--- config.mk ---
export PLATFORM = sky130hd
export DESIGN_NAME = dvp_tx_generator
export DESIGN_NICKNAME = d
export VERILOG_FILES = /design/src/rtl/dvp_pkg.sv /design/src/rtl/dvp_tx_timing_cnt.sv /design/src/rtl/dvp_tx_generator.sv
export SDC_FILE = /design/constraint.sdc
export NUM_CORES = 1
export LEC_CHECK = 0
export CORE_ASPECT_RATIO = 0.8
export CORE_MARGIN = 2
export CORE_UTILIZATION = 54
export CTS_CLUSTER_SIZE = 10
export DETAILED_ROUTE_END_ITERATION = 6
export PLACE_DENSITY = 0.86
export SKIP_LAST_GASP = 1
export SYNTH_ARGS = -nofsm -noshare
export SYNTH_HDL_FRONTEND = slang
export SYNTH_SLANG_ARGS = --single-unit
--- constraint.sdc ---
create_clock -name clk -period 2.6 [get_ports clk]
set_input_delay 0.65 -clock clk [delete_from_list [all_inputs] [get_ports clk]]
set_output_delay 0.65 -clock clk [all_outputs]
set_load 0.05 [all_outputs]
--- src/rtl/dvp_pkg.sv ---
// Shared types and derived frame-geometry helpers for the DVP transmitter.
package dvp_pkg;

  localparam int DVP_DATA_W = 8;
  localparam int RGB_PXL_W  = 16;

  typedef struct packed {
    logic [4:0] r5;
    logic [5:0] g6;
    logic [4:0] b5;
  } rgb565_t;

  typedef enum logic {
    IDLE = 1'b0,
    RUN  = 1'b1
  } dvp_tx_st_e;

  function automatic int frame_lines(input int vs_lines, input int vbp_lines,
                                     input int img_h, input int vfp_lines);
    return vs_lines + vbp_lines + img_h + vfp_lines;
  endfunction

  // HREF bounds are in PCLK periods; one pixel period is two PCLKs.
  function automatic int href_start(input int hs_low_tp, input int hbp_tp);
    return 2 * (hs_low_tp + hbp_tp);
  endfunction

  function automatic int href_end(input int hs_low_tp, input int hbp_tp, input int img_w);
    return href_start(hs_low_tp, hbp_tp) + 2 * img_w;
  endfunction

endpackage

--- src/rtl/dvp_tx_timing_cnt.sv ---
// Horizontal/vertical position counters for the DVP frame and the
// combinational decode of sync, HREF, byte parity and pixel-fetch timing.
module dvp_tx_timing_cnt #(
  parameter int IMG_W     = 640,
  parameter int IMG_H     = 480,
  parameter int LINE_TP   = 784,
  parameter int HS_LOW_TP = 80,
  parameter int HBP_TP    = 40,
  parameter int VS_LINES  = 3,
  parameter int VBP_LINES = 17,
  parameter int VFP_LINES = 10
) (
  input  logic clk,
  input  logic rst_n,
  input  logic clear,
  input  logic tick,
  output logic vsync,
  output logic hsync,
  output logic href,
  output logic byte_odd,
  output logic fetch,
  output logic frame_wrap
);
  import dvp_pkg::*;

  localparam int H_TOTAL     = 2 * LINE_TP;
  localparam int FRAME_LINES = frame_lines(VS_LINES, VBP_LINES, IMG_H, VFP_LINES);
  localparam int HW          = $clog2(H_TOTAL);
  localparam int VW          = $clog2(FRAME_LINES);

  localparam logic [HW-1:0] H_LAST = HW'(H_TOTAL - 1);
  localparam logic [HW-1:0] HS_END = HW'(2 * HS_LOW_TP);
  localparam logic [HW-1:0] HREF_S = HW'(href_start(HS_LOW_TP, HBP_TP));
  localparam logic [HW-1:0] HREF_E = HW'(href_end(HS_LOW_TP, HBP_TP, IMG_W));
  localparam logic [VW-1:0] V_LAST = VW'(FRAME_LINES - 1);
  localparam logic [VW-1:0] VS_END = VW'(VS_LINES);
  localparam logic [VW-1:0] ACT_S  = VW'(VS_LINES + VBP_LINES);
  localparam logic [VW-1:0] ACT_E  = VW'(VS_LINES + VBP_LINES + IMG_H);

  logic [HW-1:0] h_cnt;
  logic [HW-1:0] h_nxt;
  logic [VW-1:0] v_cnt;
  logic          h_wrap;
  logic          line_active;

  always_ff @(posedge clk or negedge rst_n) begin
    if (!rst_n) begin
      h_cnt <= '0;
      v_cnt <= '0;
    end else if (clear) begin
      h_cnt <= '0;
      v_cnt <= '0;
    end else if (tick) begin
      h_cnt <= h_nxt;
      if (h_wrap) begin
        v_cnt <= (v_cnt == V_LAST) ? '0 : v_cnt + VW'(1);
      end
    end
  end

  // HREF_S is always even, so byte parity within the line is just h_cnt[0];
  // fetch looks one PCLK ahead so the pixel is in place for the even byte.
  always_comb begin
    h_wrap      = (h_cnt == H_LAST);
    h_nxt       = h_wrap ? '0 : h_cnt + HW'(1);
    line_active = (v_cnt >= ACT_S) && (v_cnt < ACT_E);
    vsync       = (v_cnt < VS_END);
    hsync       = (h_cnt >= HS_END);
    href        = line_active && (h_cnt >= HREF_S) && (h_cnt < HREF_E);
    byte_odd    = h_cnt[0];
    fetch       = line_active && (h_nxt >= HREF_S) && (h_nxt < HREF_E) && !h_nxt[0];
    frame_wrap  = tick && h_wrap && (v_cnt == V_LAST);
  end

endmodule

--- src/rtl/dvp_tx_generator.sv ---
// DVP camera-side transmitter: turns a valid/ready RGB565 stream into an
// OV7670-style byte-wide frame with PCLK running at half the system clock.
module dvp_tx_generator #(
  parameter int IMG_W      = 640,
  parameter int IMG_H      = 480,
  parameter int LINE_TP    = 784,
  parameter int HS_LOW_TP  = 80,
  parameter int HBP_TP     = 40,
  parameter int VS_LINES   = 3,
  parameter int VBP_LINES  = 17,
  parameter int VFP_LINES  = 10,
  parameter int DVP_DATA_W = dvp_pkg::DVP_DATA_W,
  parameter int RGB_PXL_W  = dvp_pkg::RGB_PXL_W
) (
  input  logic                  clk,
  input  logic                  rst_n,
  input  logic                  dvp_pwdn_i,
  input  logic [RGB_PXL_W-1:0]  pxl_data_i,
  input  logic                  pxl_valid_i,
  output logic                  pxl_ready_o,
  output logic                  dvp_pclk_o,
  output logic                  dvp_vsync_o,
  output logic                  dvp_hsync_o,
  output logic                  dvp_href_o,
  output logic [DVP_DATA_W-1:0] dvp_d_o,
  output logic                  frame_done_o,
  output logic                  underrun_o
);
  import dvp_pkg::*;

  dvp_tx_st_e state_q;
  dvp_tx_st_e state_d;
  logic       run;

  logic       ph_q;
  logic       fall_tick;
  logic       pclk_q;
  logic       vsync_q;
  logic       hsync_q;
  logic       href_q;
  logic [DVP_DATA_W-1:0] d_q;
  logic       ready_q;
  logic       frame_done_q;
  logic       underrun_q;
  rgb565_t    hold_q;

  logic t_vsync;
  logic t_hsync;
  logic t_href;
  logic t_byte_odd;
  logic t_fetch;
  logic t_frame_wrap;

  always_ff @(posedge clk or negedge rst_n) begin
    if (!rst_n) begin
      state_q <= IDLE;
    end else begin
      state_q <= state_d;
    end
  end

  always_comb begin
    state_d = state_q;
    case (state_q)
      IDLE:    if (!dvp_pwdn_i) state_d = RUN;
      RUN:     if (dvp_pwdn_i)  state_d = IDLE;
      default: state_d = IDLE;
    endcase
  end

  // Power-down takes effect on the very next edge, so it gates RUN directly.
  always_comb begin
    run       = (state_q == RUN) && !dvp_pwdn_i;
    fall_tick = run && !ph_q;
  end

  dvp_tx_timing_cnt #(
    .IMG_W     (IMG_W),
    .IMG_H     (IMG_H),
    .LINE_TP   (LINE_TP),
    .HS_LOW_TP (HS_LOW_TP),
    .HBP_TP    (HBP_TP),
    .VS_LINES  (VS_LINES),
    .VBP_LINES (VBP_LINES),
    .VFP_LINES (VFP_LINES)
  ) u_timing (
    .clk        (clk),
    .rst_n      (rst_n),
    .clear      (!run),
    .tick       (fall_tick),
    .vsync      (t_vsync),
    .hsync      (t_hsync),
    .href       (t_href),
    .byte_odd   (t_byte_odd),
    .fetch      (t_fetch),
    .frame_wrap (t_frame_wrap)
  );

  // pclk_q lags ph_q by one clk, so the first RUN edge is a falling edge
  // that launches h_cnt=0 and PCLK first rises one clk later.
  always_ff @(posedge clk or negedge rst_n) begin
    if (!rst_n) begin
      ph_q         <= 1'b0;
      pclk_q       <= 1'b0;
      vsync_q      <= 1'b0;
      hsync_q      <= 1'b0;
      href_q       <= 1'b0;
      d_q          <= '0;
      ready_q      <= 1'b0;
      frame_done_q <= 1'b0;
    end else if (!run) begin
      ph_q         <= 1'b0;
      pclk_q       <= 1'b0;
      vsync_q      <= 1'b0;
      hsync_q      <= 1'b0;
      href_q       <= 1'b0;
      d_q          <= '0;
      ready_q      <= 1'b0;
      frame_done_q <= 1'b0;
    end else begin
      ph_q         <= ~ph_q;
      pclk_q       <= ph_q;
      ready_q      <= 1'b0;
      frame_done_q <= 1'b0;
      if (fall_tick) begin
        vsync_q      <= t_vsync;
        hsync_q      <= t_hsync;
        href_q       <= t_href;
        d_q          <= !t_href    ? '0 :
                        t_byte_odd ? hold_q[DVP_DATA_W-1:0] :
                                     hold_q[RGB_PXL_W-1 -: DVP_DATA_W];
        ready_q      <= t_fetch;
        frame_done_q <= t_frame_wrap;
      end
    end
  end

  // A missing pixel is replaced by black rather than stalling the frame.
  always_ff @(posedge clk or negedge rst_n) begin
    if (!rst_n) begin
      hold_q     <= '0;
      underrun_q <= 1'b0;
    end else if (run && ready_q) begin
      if (pxl_valid_i) begin
        hold_q <= rgb565_t'(pxl_data_i);
      end else begin
        hold_q     <= '0;
        underrun_q <= 1'b1;
      end
    end
  end

  assign pxl_ready_o  = ready_q;
  assign dvp_pclk_o   = pclk_q;
  assign dvp_vsync_o  = vsync_q;
  assign dvp_hsync_o  = hsync_q;
  assign dvp_href_o   = href_q;
  assign dvp_d_o      = d_q;
  assign frame_done_o = frame_done_q;
  assign underrun_o   = underrun_q;

endmodule

# Word level (Yosys, flattened, before mapping)
# Cells that the tools add are included.
# word_totals
reg_bits	53
latch_bits	0
ram_bits	0
romBits	0
inputBits	20
n_memories	0
# op_classes
n_addsub	2
multipliers	0
div_mod_pow	0
n_lt_le_gt_ge	8
eq_ne	4
n_shift	0
mux	25
bitwise_logic	2
reduce_logical	16
# op_table
op	count
$mux W9	4
$ge A11 B8 Y1 const B	3
$mux W11	3
$mux W8	4
$lt A11 B11 Y1 const B	2
$mux W16	1
$mux W1	13
$add A11 B1 Y11 const B	1
$eq A11 B11 Y1 const B	1
$logic_and A1 B1 Y1	11
$add A9 B1 Y9 const B	1
$eq A9 B9 Y1 const B	1
$ge A9 B5 Y1 const B	1
$lt A9 B2 Y1 const B	1
$lt A9 B9 Y1 const B	1
$ne A2 B1 Y1 const B	2
$reduce_and A2 Y1	2
$logic_not A1 Y1	3
$not A1 Y1	2

# Logic depth before layout (Yosys ltp)
# logic_depth
word_depth	8
ltp_mapped	7
mapped_depth_nobuf	6

# Modules after synthesis
# Synthesis repeated with hierarchy kept, for this count alone.
# unflattened
cells_unflattened	287
area_unflattened_um2	2771.4
# by_module_without_submodules
module	instances	cells_each	area_per_inst_um2	seq_area_each_um2
dvp_tx_generator	1	120	1413.9	825.8
dvp_tx_timing_cnt	1	167	1357.6	500.5

# Least setup slack after synthesis
# No wires, ideal clock.
# synth_path
kind	register -> register
start	reg u_timing.h_cnt[8]
end	reg u_timing.v_cnt[5]
setup_ns	0.076
arrival_ns	1.879
required_time_ns	2.524
path_slack_ns	0.645
stages_incl_launch_ff	8
path_buffers	2
cell_sequence	dfrtp_1 -> buf_6 -> or4_4 -> o41a_1 -> or2_1 -> buf_6 -> nand2b_4 -> o21ai_1
# synth_via
elab_chain_len	3
# synth_lines
item	line_no	source
start, declared	dvp_tx_timing_cnt.sv:40	logic [HW-1:0] h_cnt;
start signal, assigned	dvp_tx_timing_cnt.sv:54	h_cnt <= h_nxt;
$eq A11 B11 Y1	dvp_tx_timing_cnt.sv:64	h_wrap = (h_cnt == H_LAST);
$ne A2 B1 Y1 (no source line)	n/a	
$reduce_and A2 Y1 (no source line)	n/a	
end signal, assigned	dvp_tx_timing_cnt.sv:56	v_cnt <= (v_cnt == V_LAST) ? '0 : v_cnt + VW'(1);
end, declared	dvp_tx_timing_cnt.sv:42	logic [VW-1:0] v_cnt;
# No other way between the ends.
# A chain may end at the register's enable or synchronous reset.

# Worst setup path in the final report
# layout_path
start	reg vsync_q, in the netlist dvp_vsync_o
end	out dvp_vsync_o
# layout_lines
item	line_no	source
start, declared	dvp_tx_generator.sv:38	logic vsync_q;
start signal, assigned	dvp_tx_generator.sv:126	vsync_q <= t_vsync;
end, declared	dvp_tx_generator.sv:22	output logic dvp_vsync_o,
# No word-level cell between the ends.

==> results_dict.tcl <==
set metrics [dict create \
    run_status "finished, final reports clean" \
    routabilityCongestion 0.965 \
    ys_seq_elements 53 \
    cts_root_buf "clkbuf_8" \
    placedCellCount 369 \
    synthToLayoutAreaGrowth_pct 19.8 \
    r2r_start "u_timing.h_cnt[8]" \
    drc 0 \
    clkLatencyLatePin_ps 310 \
    cts_buffers 5 \
    clkTransAtPathRegs_ps 100 \
    maxCapViolations 0 \
    yosysWarnings 0 \
    worstPathRequired_ps 1950 \
    num_rows 22 \
    drive_gt1_share_pct 7.57 \
    rsz0062_at_grt "no" \
    avgSynthCellArea_sq_um 9.22 \
    yosys.cell_types.count 43 \
    ys_dominant_reg_cell "dfrtp_1" \
    port_buffers 34 \
    cts_setup_buffers 0 \
    arrival_ps 1540 \
    io_pins 35 \
    synthesis.nets 305 \
    hp-class "primary input to asynchronous set/reset pin" \
    reg2reg_to "u_timing.v_cnt[1]" \
    async_flop_share_pct 100 \
    stdcell_count 377 \
    grt_max_degree 34 \
    dp_slack_ps 310 \
    endpoint_kind "output pin" \
    ctsResizeCount 0 \
    drt_iter0_drc 144 \
    crit_chain "clkdlybuf4s50_1" \
    ctsHoldBuffers 0 \
    synth-edff-count 0 \
    utilization_pct 67.7 \
    skew_ps 11.0 \
    diodes 0 \
    antenna_found_initial 0 \
    synthCells 282 \
    wl_per_cell_microns 15.2 \
    via_count 2168 \
    finalHoldViolCount 0 \
    drt_wl_total_mm 5.74 \
    p_per_area_nw_per_um2 494 \
    max_freq_ghz 0.458 \
    worst-r2r-cell-count 4 \
    yosysTopAreaCell "dfrtp_1" \
    critPathKind "register to output pin" \
    fin_ws_ps 415 \
    setup_viol 0 \
    rrSetupSlack_ps 460 \
    drv_slew 0 \
    cp-start-kind "register" \
    worst-path-buf-inv 1 \
    grt.total_usage_pct 22.5 \
    critPathTopFamily "buffers and inverters" \
    vias_per_cell 5.75 \
    synth_area_leaders "dfrtp_1 51%, nand2_1 8.4%, o21ai_0 7.5%" \
    clock-sinks 53 \
    cpPeakStageDelay_ps 820 \
    grt_pass1_vias 1884 \
    ys_seq_area_share_pct 51.0 \
    crit_start "dvp_vsync_o" \
    critical_path_peak_fanout 2 \
    peakVddDrop_v 0.000337 \
    core_area_sq_um 4600 \
    slowest_stage "clkdlybuf4s50_1" \
    syn-cell-area_sq_um 2600 \
    layout_min_cycle_time_ps 2190 \
    dieArea_sq_um 5390 \
    grt_pass1_wl_mm 9.14 \
    synth_top_cell_area_share_pct 51.0 \
    cts_tree "yes" \
    slew_headroom_pct 61.2 \
    grt.overflow.total 0 \
    layout.nets 339 \
    dieWidth_microns 81.6 \
    tns_ps 0 \
    htreeDepth 2 \
    initial_core_util_pct 56.5 \
    worstMarginPinSlew_ps 582 \
    clockBufferDepth 2 \
    p_leak_nw 1.32 \
    drtPass1Iterations 4 \
    antenna_left 0 \
    die_y_microns 66.1 \
    dpl.hpwl_mm 4.08 \
    post-route-period-util_pct 84.1 \
]
[power by group]
part	switching, mW	internal [mW]	total (mW)
Combinational	0.0602	0.0489	0.109
Clock	0.276	0.313	0.589
Sequential	0.0110	0.830	0.841
[cells in the final DEF (no fill, tap or decap), types with 2 or more instances in the layout]
| cell | instances |
|---|---|
| inv_1 | 3 |
| o31ai_1 | 6 |
| buf_4 | 8 |
| a211oi_1 | 3 |
| o21ai_1 | 4 |
| and3_1 | 5 |
| o21ai_0 | 39 |
| xnor2_1 | 4 |
| or3_1 | 5 |
| a21oi_1 | 7 |
| or4_1 | 2 |
| nand2_1 | 58 |
| nand4_1 | 2 |
| ha_1 | 3 |
| clkdlybuf4s50_1 | 33 |
| mux2i_1 | 9 |
| nor4_1 | 3 |
| a31oi_1 | 4 |
| nand3_1 | 13 |
| clkbuf_8 | 6 |
| and4_1 | 2 |
| nor3_1 | 6 |
| nor2b_1 | 4 |
| dfrtp_1 | 53 |
| xor2_1 | 3 |
| nor2_1 | 13 |
| nand2b_1 | 2 |
[logic make-up (layout without fill, tap and decap cells)]
| logic type | Yosys count | in the layout | synth area share (%) |
|---|---|---|---|
| AND/OR/NAND/NOR | 121 | 121 | 22.4 |
| AO/OA/AOI/OAI | 69 | 69 | 15.4 |
| flip-flops | 53 | 53 | 51.0 |
| buffers and inverters | 19 | 54 | 3.47 |
| multiplexers | 10 | 10 | 3.90 |
| XOR/XNOR | 7 | 7 | 2.36 |
| adder cells (fa/ha/maj) | 3 | 3 | 1.44 |
[metrics by stage]
stage / hold slack (ps) / power, mW / instance area (sq um)
detailed placement: 470 / 0.967 / 2990
finish: 200 / 1.54 / 3110
CTS: 203 / 1.55 / 3110
global placement: 461 / 0.964 / 2990
global route: 209 / 1.59 / 3110
floorplan: 354 / 0.903 / 2600
[cell type report]
| class | instances | area (sq um) |
|---|---|---|
| Fill cell | 353 | 1480 |
| Inverter | 4 | 15.0 |
| Multi-Input combinational cell | 210 | 1180 |
| Clock inverter | 2 | 37.5 |
| Tap cell | 60 | 75.1 |
| Timing Repair Buffer | 42 | 395 |
| Clock buffer | 6 | 82.6 |
| Sequential cell | 53 | 1330 |
[cells in the mapped netlist (all sizes together), types with 4 or more instances]
| cell type | number |
|---|---|
| a21oi | 7 |
| mux2i | 9 |
| and3 | 6 |
| buf | 5 |
| nor3 | 7 |
| a31oi | 4 |
| o31ai | 6 |
| nor2b | 4 |
| nand3 | 13 |
| nor2 | 13 |
| clkbuf | 10 |
| dfrtp | 53 |
| xnor2 | 4 |
| o21ai | 43 |
| nand2 | 58 |
| or3 | 5 |
[metal layers]
| layer | GRT usage (%) | part of all wire (%) | vias to the layer above | routed length (microns) |
|---|---|---|---|---|
| met5 | 0 | 0 | - | 0 |
| met4 | 6.57 | 1.1 | 0 | 63 |
| met2 | 32.9 | 46 | 67 | 2620 |
| li1 | - | - | 1056 | - |
| met1 | 32.8 | 48 | 1038 | 2740 |
| met3 | 5.74 | 5.5 | 7 | 317 |
[worst max path at each step]
stage               depth (start not counted)           endpoint  slack, ps
floorplan                                   7  u_timing.v_cnt[5]        640
global route                                4  u_timing.v_cnt[1]        320
global placement                            6  u_timing.v_cnt[5]        380
CTS                                         1        dvp_vsync_o        420
detailed placement                          5         dvp_d_o[2]        310
finish                                      1        dvp_vsync_o        410
[worst register-to-register path, delay by kind of cell (launching register included)]
kind	cells	cell delay [ps]
and+or+nand+nor	2	980
AOI/OAI and AO/OA	2	550
DFF	1	480
[registers in the layout, indices dropped and copies added (netlist names)]
signal and flops:
dvp_d_o 8, dvp_hsync_o 1, dvp_pclk_o 1, pxl_ready_o 1, ph_q 1, dvp_vsync_o 1, u_timing.v_cnt 9, frame_done_o 1
dvp_href_o 1, underrun_o 1, hold_q 16, u_timing.h_cnt 11, state_q 1
Power figures use the tool's default switching activity.
